### src/rtl/ysyx_25040111_lsu.sv
// Load/store and writeback stage: latches one executed instruction, runs the
// data-memory transaction when needed, then retires it with a finish pulse.
module ysyx_25040111_lsu #(
  parameter int TIMEOUT = 255
) (
  input  logic        clock,
  input  logic        reset,
  input  logic        in_valid,
  output logic        in_ready,
  input  logic        men,
  input  logic [4:0]  ard,
  input  logic [31:0] rd,
  input  logic        gen,
  input  logic [11:0] acsr,
  input  logic [31:0] csr,
  input  logic        sen,
  input  logic        write,
  input  logic [31:0] addr,
  input  logic [31:0] wdata,
  input  logic [1:0]  mask,
  input  logic        rsign,
  output logic        mem_req_valid,
  input  logic        mem_req_ready,
  output logic        mem_req_write,
  output logic [31:0] mem_req_addr,
  output logic [31:0] mem_req_wdata,
  output logic [3:0]  mem_req_wstrb,
  input  logic        mem_rsp_valid,
  input  logic [31:0] mem_rsp_data,
  input  logic        mem_rsp_err,
  output logic        gpr_wen,
  output logic [4:0]  gpr_waddr,
  output logic [31:0] gpr_wdata,
  output logic        csr_wen,
  output logic [11:0] csr_waddr,
  output logic [31:0] csr_wdata,
  output logic        finish,
  output logic [4:0]  frd,
  output logic        err
);

  localparam int CW = (TIMEOUT > 1) ? $clog2(TIMEOUT) : 1;
  localparam logic [CW-1:0] TO_LAST = CW'((TIMEOUT == 0) ? 0 : TIMEOUT - 1);

  typedef enum logic [1:0] {IDLE, REQ, WAIT, WB} state_t;

  state_t        state_q;
  logic          men_q, gen_q, sen_q, write_q, rsign_q, err_q;
  logic [4:0]    ard_q;
  logic [31:0]   rd_q, csr_q, addr_q, wdata_q, rdata_q;
  logic [11:0]   acsr_q;
  logic [1:0]    mask_q;
  logic [CW-1:0] cnt_q, cnt_d;

  logic          misaligned;
  logic [3:0]    strb_base;
  logic [31:0]   rsh, load_data;

  assign misaligned = ((mask == 2'b10) && addr[0]) ||
                      ((mask == 2'b11) && (addr[1:0] != 2'b00));
  assign cnt_d      = cnt_q + CW'(1);

  always_ff @(posedge clock) begin
    if (reset) begin
      state_q <= IDLE;
      cnt_q   <= '0;
      err_q   <= 1'b0;
      men_q   <= 1'b0;
      gen_q   <= 1'b0;
      sen_q   <= 1'b0;
      write_q <= 1'b0;
      rsign_q <= 1'b0;
      ard_q   <= '0;
      rd_q    <= '0;
      csr_q   <= '0;
      acsr_q  <= '0;
      addr_q  <= '0;
      wdata_q <= '0;
      mask_q  <= '0;
      rdata_q <= '0;
    end else begin
      case (state_q)
        IDLE: if (in_valid) begin
          men_q   <= men;
          ard_q   <= ard;
          rd_q    <= rd;
          gen_q   <= gen;
          acsr_q  <= acsr;
          csr_q   <= csr;
          sen_q   <= sen;
          write_q <= write;
          addr_q  <= addr;
          wdata_q <= wdata;
          mask_q  <= mask;
          rsign_q <= rsign;
          rdata_q <= '0;
          err_q   <= men & misaligned;
          state_q <= (men && !misaligned) ? REQ : WB;
        end
        REQ: if (mem_req_ready) begin
          cnt_q   <= '0;
          state_q <= WAIT;
        end
        WAIT: begin
          if (mem_rsp_valid) begin
            rdata_q <= mem_rsp_data;
            err_q   <= mem_rsp_err;
            state_q <= WB;
          end else if ((TIMEOUT != 0) && (cnt_q == TO_LAST)) begin
            err_q   <= 1'b1;
            state_q <= WB;
          end else begin
            cnt_q   <= cnt_d;
          end
        end
        default: state_q <= IDLE;
      endcase
    end
  end

  always_comb begin
    strb_base = 4'b0000;
    case (mask_q)
      2'b01:   strb_base = 4'b0001;
      2'b10:   strb_base = 4'b0011;
      2'b11:   strb_base = 4'b1111;
      default: strb_base = 4'b0000;
    endcase
  end

  assign rsh = rdata_q >> {addr_q[1:0], 3'b000};

  always_comb begin
    load_data = rsh;
    case (mask_q)
      2'b01:   load_data = {{24{rsign_q & rsh[7]}}, rsh[7:0]};
      2'b10:   load_data = {{16{rsign_q & rsh[15]}}, rsh[15:0]};
      default: load_data = rsh;
    endcase
  end

  assign in_ready      = (state_q == IDLE);
  assign mem_req_valid = (state_q == REQ);
  assign mem_req_write = write_q;
  assign mem_req_addr  = {addr_q[31:2], 2'b00};
  assign mem_req_wdata = wdata_q << {addr_q[1:0], 3'b000};
  assign mem_req_wstrb = write_q ? (strb_base << addr_q[1:0]) : 4'b0000;

  assign finish    = (state_q == WB);
  assign frd       = ard_q;
  assign err       = finish & err_q;
  // A faulted access or any store never touches the GPR file.
  assign gpr_wen   = finish & gen_q & (ard_q != 5'd0) & ~err_q & ~(men_q & write_q);
  assign gpr_waddr = ard_q;
  assign gpr_wdata = (men_q & ~write_q) ? load_data : rd_q;
  assign csr_wen   = finish & sen_q;
  assign csr_waddr = acsr_q;
  assign csr_wdata = csr_q;

endmodule

### config.mk
export PLATFORM = sky130hd
export DESIGN_NAME = ysyx_25040111_lsu
export DESIGN_NICKNAME = d
export VERILOG_FILES = /design/src/rtl/ysyx_25040111_lsu.sv
export SDC_FILE = /design/constraint.sdc
export NUM_CORES = 1
export LEC_CHECK = 0
export BUFFER_PORTS_ARGS = -buffer_cell sky130_fd_sc_hd__clkbuf_2
export CORE_ASPECT_RATIO = 1.4
export CORE_MARGIN = 4
export CORE_UTILIZATION = 43
export CTS_CLUSTER_SIZE = 8
export DETAILED_ROUTE_END_ITERATION = 8
export GPL_TIMING_DRIVEN = 1
export PLACE_DENSITY = 0.79
export SETUP_SLACK_MARGIN = 0.3
export SLEW_MARGIN = 20
export SYNTH_ARGS = -nofsm -noshare
export SYNTH_HDL_FRONTEND = slang
export SYNTH_SLANG_ARGS = --single-unit
### constraint.sdc
create_clock -name clock -period 1.9 [get_ports clock]
set_input_delay 0.285 -clock clock [delete_from_list [all_inputs] [get_ports clock]]
set_output_delay 0.285 -clock clock [all_outputs]
set_load 0.005 [all_outputs]
==> results of run 1 <==
cell usage in the layout, fill, tap and decap left out, types with 5 or more instances in the layout:
| cell type | count |
|---|---|
| o22a_1 | 8 |
| buf_4 | 47 |
| nand4_1 | 5 |
| nand3_4 | 21 |
| a21oi_1 | 60 |
| buf_12 | 29 |
| nand2_4 | 97 |
| dfxtp_4 | 6 |
| a21oi_2 | 152 |
| dfxtp_1 | 185 |
| nor2b_1 | 10 |
| nand3_2 | 10 |
| buf_8 | 14 |
| mux2_2 | 7 |
| and2_4 | 8 |
| nand2b_1 | 5 |
| inv_1 | 5 |
| buf_6 | 35 |
| mux2i_1 | 24 |
| o2bb2ai_1 | 7 |
| ha_4 | 6 |
| buf_16 | 16 |
| nand2_1 | 259 |
| nor2_1 | 34 |
| a211oi_4 | 7 |
| and2_1 | 5 |
| clkbuf_2 | 317 |
| buf_2 | 22 |
| o21ai_2 | 6 |
| mux2i_4 | 6 |
| nand3_1 | 5 |
| nand2_2 | 32 |
| clkbuf_16 | 39 |
| or2_4 | 5 |
| o211ai_1 | 7 |
metrics by stage:
stage / setup TNS (ns) / utilization / hold WS [ns] / area [µm²] / instances
floorplan: 0 / - / 0.413 / 9100 / 1195
global placement: 0 / 0.530 / 0.439 / 10900 / 1708
detailed placement: -0.0207 / 0.530 / 0.445 / 10900 / 1708
CTS: -16.00 / 0.638 / 0.0449 / 13100 / 1790
global route: -29.92 / 0.772 / 0.0558 / 15800 / 1864
finish: -26.05 / 0.772 / 0.0522 / 15800 / 1864
final timing paths:
path / cells after the start / to / startpoint / slack (ns)
max: 5 / gpr_wdata[31] / addr_q[0]$_SDFFE_PP0P_ / -0.48
min: 3 / csr_wdata[11]$_SDFFE_PP0P_ / csr[11] / 0.05
max reg2reg: 10 / rd_q[28]$_SDFFE_PP0P_ / state_q[1]$_SDFFE_PP0P_ / 0.10
min reg2reg: 2 / addr_q[26]$_SDFFE_PP0P_ / addr_q[26]$_SDFFE_PP0P_ / 0.46
state kept, by name, indices dropped and copies added (netlist names), 5 cells and up:
register,count
addr_q,32
csr_wdata,32
rd_q,32
rdata_q,32
wdata_q,32
csr_waddr,12
cnt_q,8
frd,5
power breakdown:
group	switching, mW	internal, mW	leakage, nW
logic	6.11	5.59	4.92
clock network	1.75	1.97	0.286
registers	0.560	4.74	1.60
metal layers:
metal  track usage  wire [µm]  up-vias
li1              -          -     4769
met1         0.310      15000     5130
met2         0.458      21700      671
met3        0.0596       3510      192
met4         0.156       2640        2
met5             0         13        -
worst reg2reg max path, cell delays in order (launching register included):
cell	delay, ns
dfxtp_4	0.37
buf_6	0.11
inv_4	0.04
ha_4	0.18
buf_8	0.13
buf_12	0.12
nand2_8	0.12
buf_12	0.16
buf_16	0.19
nand2_1	0.13
a21oi_2	0.16
final cells by class:
cell class                      instances  area, µm²  share of cell area
Clock inverter                         13        149             0.00941
Tap cell                              256        320              0.0202
Inverter                               12       55.1             0.00348
Multi-Input combinational cell        866       6700               0.424
Antenna cell                            1       2.50            0.000158
Clock buffer                           19        433              0.0274
Sequential cell                       195       3930               0.248
Timing Repair Buffer                  502       4230               0.267
cells by family (layout without fill, tap and decap cells):
logic type,Yosys count,after routing,share of synthesized area
simple gates,523,526,0.241
flops,195,195,0.436
buf+inv,138,546,0.0756
fa+ha+maj,12,12,0.0168
compound gates,282,283,0.179
xor+xnor,1,1,0.000979
other cells,1,3,0.000419
mux,42,42,0.0494
repair_timing:
| item | in CTS | in global routing |
|---|---|---|
| pin swaps | 140 | 231 |
| endpoints found under the hold margin | 0 | 0 |
| gates cloned | 13 | 38 |
| buffers inserted | 37 | 35 |
| gates resized for setup | 266 | 437 |
| setup endpoints to repair | 113 | 255 |
==> flow_summary.json, run 1 <==
{
  "irDropWorstVdd_uv": 747,
  "fillers": 1259,
  "drc_errors": 0,
  "clock.fmax_mhz": 420,
  "h-tree-depth": 4,
  "drt-total-wl_um": 43000,
  "power.density_mw_per_mm2": 1310,
  "maxCapViolations": 0,
  "clockBufferDepth": 2,
  "yosysMostFrequentCell": "nand2_1",
  "dieHeight_um": 179,
  "grt_max_degree": 77,
  "critPathMaxStageDelay_ns": 0.55,
  "gp_congestion": 0.925,
  "track_usage": 0.270,
  "grt_pass1_vias": 9608,
  "nets": 1796,
  "grt-ovfl-total": 0,
  "crit_required_ns": 1.62,
  "root_buffer": "clkbuf_16",
  "finalSetupViolCount": 69,
  "worst_slack_ns": -0.483,
  "relSlewSlack": 0.416,
  "clk_latency_ns": 0.44,
  "syn_area_mm2": 0.00895,
  "path_clk_slew_ns": 0.07,
  "path_delay_family": "compound AO/OA/AOI/OAI gates",
  "violations": "negative setup slack",
  "ys_top_cells_by_count": "nand2_1, a21oi_1, dfxtp_1",
  "hold_viol_final": 0,
  "cp-end-kind": "primary output",
  "grt_pass1_wl_um": 49600,
  "vias": 10764,
  "finalCritPeriodShare": 1.25,
  "dieArea_mm2": 0.0232,
  "syn_inst": 1194,
  "synthTopCellsByArea": "dfxtp_1, nand2_1, a21oi_1",
  "outcome": "complete, but fails checks",
  "initial_core_util": 0.437,
  "wl_per_cell_um": 23.0,
  "timing.final.crit_period_ns": 2.38,
  "yosys.area.top_type_share": 0.436,
  "drt_iter0_markers": 685,
  "ctsHoldBuffers": 0,
  "fin_total_pwr_mw": 20.7,
  "rsz0062_at_grt": "yes",
  "report.final.slew_viol_count": 0,
  "area_delta_synth_final_pct": 76.8,
  "synth.yosys.warnings": 0,
  "ys.flop_type": "dfxtp_1",
  "die_x_um": 130,
  "critPathKind": "flip-flop to primary output",
  "cp_num_buf_inv": 1,
  "coreArea_mm2": 0.0205,
  "antenna_found_initial": 3,
  "clock_skew_ns": 0.00905,
  "rows": 62,
  "tightest_slew_ns": 0.875,
  "port_buffers": 348,
  "yosysSeqAreaShare": 0.436,
  "io_pins": 351,
  "synth_top_area_cell": "dfxtp_1",
  "crit_arrival_ns": 2.10,
  "cts.sinks": 195,
  "synth_edf_count": 0,
  "leakage_nw": 6.81,
  "critPathLaunchType": "flip-flop",
  "synth.avg_cell_area_um2": 7.50,
  "cts_buffers": 17,
  "post-dp-hpwl_um": 21400,
  "pre_cts_slack_ns": -0.00743,
  "vias_per_cell": 5.77,
  "hp-class": "input pin to flip-flop",
  "drive_above_1_share": 0.594,
  "cts_tree": "yes",
  "postRouteAntennaNets": 0,
  "crit_slowest_cell": "mux4_2",
  "crit_fanout": 8,
  "dr.pass1.iters": 7,
  "ys_ff_latch": 195,
  "synth_cell_types": 48,
  "path_cells": "mux4_2, a41oi_4, o21a_4, a21oi_2, clkbuf_2",
  "async_flop_share": 0
}
(Power assumes the default switching activity.)
==> run 2, diff against run 1 <==
PLACE_DENSITY = 0.75   (was 0.79)
==> flow_summary.json, run 2 (same netlist as run 1, synthesis figures left out) <==
{
  "outcome": "complete, but fails checks",
  "violations": "negative setup slack",
  "cp-end-kind": "primary output",
  "fillers": 1710,
  "maxCapViolations": 0,
  "crit_required_ns": 1.62,
  "gp_congestion": 0.944,
  "clock.fmax_mhz": 432,
  "finalCritPeriodShare": 1.22,
  "h-tree-depth": 4,
  "coreArea_mm2": 0.0205,
  "clock_skew_ns": 0.00818,
  "holdWs_ns": 0.0568,
  "hold_viol_final": 0,
  "cts_buffers": 17,
  "drt-total-wl_um": 34000,
  "r2r-start": "state_q[0]$_SDFFE_PP0P_",
  "drive_above_1_share": 0.426,
  "irDropWorstVdd_uv": 652,
  "power.density_mw_per_mm2": 1290,
  "io_pins": 351,
  "critPathKind": "flip-flop to primary output",
  "nets": 1723,
  "vias_per_cell": 5.45,
  "critPathMaxStageDelay_ns": 0.55,
  "timing.final.crit_period_ns": 2.31,
  "grt_pass1_wl_um": 46400,
  "die_x_um": 130,
  "worst_slack_ns": -0.414,
  "drt_iter0_markers": 576,
  "cts_tree": "yes",
  "postRouteAntennaNets": 0,
  "grt-ovfl-total": 0,
  "tightest_slew_ns": 0.626,
  "crit_fanout": 8,
  "hp-class": "input pin to flip-flop",
  "drc_errors": 0,
  "crit_end": "gpr_wdata[19]",
  "port_buffers": 348,
  "dr.pass1.iters": 5,
  "rsz0062_at_grt": "yes",
  "dieArea_mm2": 0.0232,
  "crit_arrival_ns": 2.03,
  "post-dp-hpwl_um": 21000,
  "leakage_nw": 5.56,
  "startpoint": "addr_q[0]$_SDFFE_PP0P_",
  "rrSetupSlack_ns": 0.12,
  "path_cells": "mux4_2, a41oi_4, o21ai_4, o22a_1, clkbuf_2",
  "rows": 62,
  "cts.sinks": 195,
  "final_cell_mix": "nand2_1, clkbuf_2, dfxtp_1",
  "crit_slowest_cell": "mux4_2",
  "postLayoutCoreUtil": 0.644,
  "final_common_cell": "nand2_1",
  "path_clk_slew_ns": 0.07,
  "fin_total_pwr_mw": 17.0,
  "grt_pass1_vias": 8945,
  "wl_per_cell_um": 19.0,
  "numPlacedInstances": 1703,
  "dieHeight_um": 179,
  "track_usage": 0.253,
  "pre_cts_slack_ns": 0.0205,
  "initial_core_util": 0.437,
  "timing.rr.end": "csr_wdata[10]$_SDFFE_PP0P_",
  "area_delta_synth_final_pct": 47.5,
  "finalSetupViolCount": 60,
  "clk_latency_ns": 0.44,
  "grt_max_degree": 87,
  "root_buffer": "clkbuf_16",
  "antenna_found_initial": 2,
  "report.final.slew_viol_count": 0,
  "vias": 9780,
  "critPathLaunchType": "flip-flop",
  "clockBufferDepth": 2,
  "final_cells": 1793,
  "reg2reg_depth": 8,
  "relSlewSlack": 0.583
}
[run 2: cell types whose count changed in the layout (fill, tap and decap cells not counted), sizes merged]
| cell | delta |
|---|---|
| buf | -90 |
| o22ai | -1 |
| bufinv | +2 |
| inv | -1 |
| nand2 | +1 |
| diode | +2 |
| bufbuf | +2 |
| clkbuf | +14 |
[run 2: how the worst min path moves through the flow]
stage	slack (ns)	endpoint	start	depth (start not counted)
after global placement	0.44	wdata_q[24]$_SDFFE_PP0P_	wdata_q[24]$_SDFFE_PP0P_	2
after detailed placement	0.44	wdata_q[27]$_SDFFE_PP0P_	wdata_q[27]$_SDFFE_PP0P_	2
final	0.06	frd[1]$_SDFFE_PP0P_	ard[1]	3
after floorplan	0.41	mask_q[0]$_SDFFE_PP0P_	mask[0]	2
after CTS	0.04	frd[3]$_SDFFE_PP0P_	ard[3]	3
after global routing	0.04	addr_q[6]$_SDFFE_PP0P_	addr[6]	3
[run 2: area by class of cell]
cell class / instances / area [µm²] / area share
clock buffer: 18 / 439 / 0.0333
antenna: 3 / 7.51 / 0.000569
multi-input combinational: 866 / 5350 / 0.405
inverter: 12 / 52.6 / 0.00398
tap: 256 / 320 / 0.0243
clock inverter: 14 / 196 / 0.0149
sequential: 195 / 3930 / 0.297
timing repair buffer: 429 / 2910 / 0.220
[run 2: routing by layer]
| layer | up-vias | share of wire | wire, µm | GRT usage |
|---|---|---|---|---|
| li1 | 4607 | - | - | - |
| met5 | - | 0 | 0 | 0 |
| met1 | 4557 | 0.38 | 12900 | 0.299 |
| met2 | 513 | 0.48 | 16500 | 0.417 |
| met3 | 103 | 0.082 | 2790 | 0.0608 |
| met4 | 0 | 0.055 | 1860 | 0.143 |
[run 2: worst max-delay path: cells and delay by family, from the launching register on]
| family | cells | cell delay [ns] |
|---|---|---|
| DFF | 1 | 0.34 |
| buffers and inverters | 1 | 0.11 |
| AOI/OAI and AO/OA | 3 | 0.59 |
| muxes | 1 | 0.55 |
[run 2: power breakdown]
part	internal [mW]	switching [mW]
clock network	2.26	1.68
registers	4.74	0.466
logic	3.45	4.40
[run 2: through the flow]
stage	TNS, ns	instance area (µm²)
4_1_cts	-14.55	12200
3_3_place_gp	0	10800
2_1_floorplan	0	9100
3_5_place_dp	0	10800
5_1_grt	-18.69	13200
6_report	-14.38	13200
[run 2: repair_timing]
item	CTS	global route
pin swaps	28	57
endpoints found under the setup margin	113	259
hold buffers	0	0
resized for setup	93	147
setup buffers	23	12
gates cloned	8	12
==> run 3, diff against run 2 <==
MAX_ROUTING_LAYER = met4   (was unset)
==> flow_summary.json, run 3 (same netlist as run 1, synthesis figures left out) <==
{
  "outcome": "complete, but fails checks",
  "violations": "negative setup slack",
  "io_pins": 351,
  "ff_latch_area_mm2": 0.00393,
  "cts_buffers": 17,
  "path_clk_slew_ns": 0.07,
  "leakage_nw": 6.02,
  "hp-class": "input pin to flip-flop",
  "cts_tree": "yes",
  "final_cells": 1833,
  "worst_slack_ns": -0.482,
  "clock_skew_ns": 0.00750,
  "drt-total-wl_um": 39800,
  "multi_input_area_mm2": 0.00578,
  "critPathMaxStageDelay_ns": 0.55,
  "crit_arrival_ns": 2.10,
  "grt_pass1_wl_um": 47800,
  "port_buffers": 348,
  "grt_pass1_vias": 9086,
  "clk_latency_ns": 0.44,
  "track_usage": 0.268,
  "dieHeight_um": 179,
  "vias": 10380,
  "grt-ovfl-total": 0,
  "antenna_found_initial": 1,
  "drt_iter0_markers": 882,
  "maxCapViolations": 0,
  "finalSetupViolCount": 69,
  "rows": 62,
  "h-tree-depth": 4,
  "initial_core_util": 0.437,
  "path_cells": "mux4_2, a41oi_4, o21a_4, a21oi_1, clkbuf_2",
  "final_common_cell": "nand2_1",
  "rsz0062_at_grt": "yes",
  "finalCritPeriodShare": 1.25,
  "wl_per_cell_um": 21.7,
  "post-dp-hpwl_um": 20800,
  "grt_max_degree": 80,
  "final_cell_mix": "nand2_1, clkbuf_2, dfxtp_1",
  "hold_viol_final": 0,
  "nets": 1764,
  "power.density_mw_per_mm2": 1300,
  "fillers": 1526,
  "crit_fanout": 8,
  "cp-end-kind": "primary output",
  "critPathLaunchType": "flip-flop",
  "pre_cts_slack_ns": 0.0151,
  "crit_slowest_cell": "mux4_2",
  "irDropWorstVdd_uv": 792,
  "report.final.slew_viol_count": 0,
  "path_delay_family": "compound AO/OA/AOI/OAI gates",
  "gp_congestion": 0.955,
  "timing.final.crit_period_ns": 2.38,
  "numPlacedInstances": 1701,
  "crit_required_ns": 1.62,
  "area_delta_synth_final_pct": 59.9,
  "clock.fmax_mhz": 420,
  "vias_per_cell": 5.66,
  "cts.sinks": 195,
  "critPathKind": "flip-flop to primary output",
  "dieArea_mm2": 0.0232,
  "setup-tns-final_ns": -25.53,
  "postRouteAntennaNets": 0,
  "postLayoutCoreUtil": 0.699,
  "cp_num_buf_inv": 1,
  "clockBufferDepth": 2,
  "dr.pass1.iters": 5,
  "die_x_um": 130,
  "coreArea_mm2": 0.0205,
  "root_buffer": "clkbuf_16",
  "drc_errors": 0,
  "drive_above_1_share": 0.481
}
[run 3: area by class of cell]
| class | count | share of cell area |
|---|---|---|
| tap | 256 | 0.0224 |
| antenna | 2 | 0.000350 |
| multi-input combinational | 867 | 0.404 |
| clock buffer | 20 | 0.0319 |
| sequential | 195 | 0.275 |
| inverter | 12 | 0.00428 |
| clock inverter | 12 | 0.0119 |
| timing repair buffer | 469 | 0.251 |
[run 3: path summary, 6_finish.rpt]
| path | startpoint | end | slack, ns | cells after the start |
|---|---|---|---|---|
| max | addr_q[0]$_SDFFE_PP0P_ | gpr_wdata[24] | -0.48 | 5 |
| min | ard[3] | frd[3]$_SDFFE_PP0P_ | 0.05 | 3 |
| max reg2reg | state_q[1]$_SDFFE_PP0P_ | rdata_q[30]$_SDFFE_PP0P_ | 0.06 | 9 |
| min reg2reg | csr_wdata[20]$_SDFFE_PP0P_ | csr_wdata[20]$_SDFFE_PP0P_ | 0.46 | 2 |
[run 3: through the flow]
| stage | instance area [µm²] | total power [mW] | hold slack [ns] |
|---|---|---|---|
| 5_1_grt | 14300 | 19.3 | 0.0401 |
| 3_3_place_gp | 10800 | 10.3 | 0.438 |
| 4_1_cts | 12500 | 15.4 | 0.0371 |
| 3_5_place_dp | 10800 | 10.3 | 0.443 |
| 6_report | 14300 | 18.6 | 0.0496 |
| 2_1_floorplan | 9100 | 8.62 | 0.413 |
[run 3: where the power goes]
part / internal [mW] / switching [mW]
clock: 2.17 / 1.70
combinational: 4.31 / 5.13
sequential: 4.74 / 0.537
total: 11.2 / 7.37
[run 3: worst reg2reg max path, delay by kind of cell, from the launching register on]
kind | cells | cell delay [ns]
AO/OA/AOI/OAI | 1 | 0.16
buffers and inverters | 4 | 0.51
adder cells (fa/ha/maj) | 1 | 0.19
AND/OR/NAND/NOR | 2 | 0.32
flip-flops | 1 | 0.41
multiplexers | 1 | 0.19
[run 3: routing by layer]
layer | GRT usage | up-vias | part of all wire
li1 | - | 4687 | -
met1 | 0.310 | 4876 | 0.36
met2 | 0.435 | 633 | 0.50
met3 | 0.0510 | 184 | 0.081
met4 | 0.150 | 0 | 0.057
met5 | - | - | 0
[run 3: timing repair]
item	4_1_cts	5_1_grt
hold endpoints to repair	0	0
gates cloned	10	25
setup endpoints to repair	113	243
pin swaps	49	122
gates resized for setup	155	246
setup buffers	26	37
hold buffers	0	0
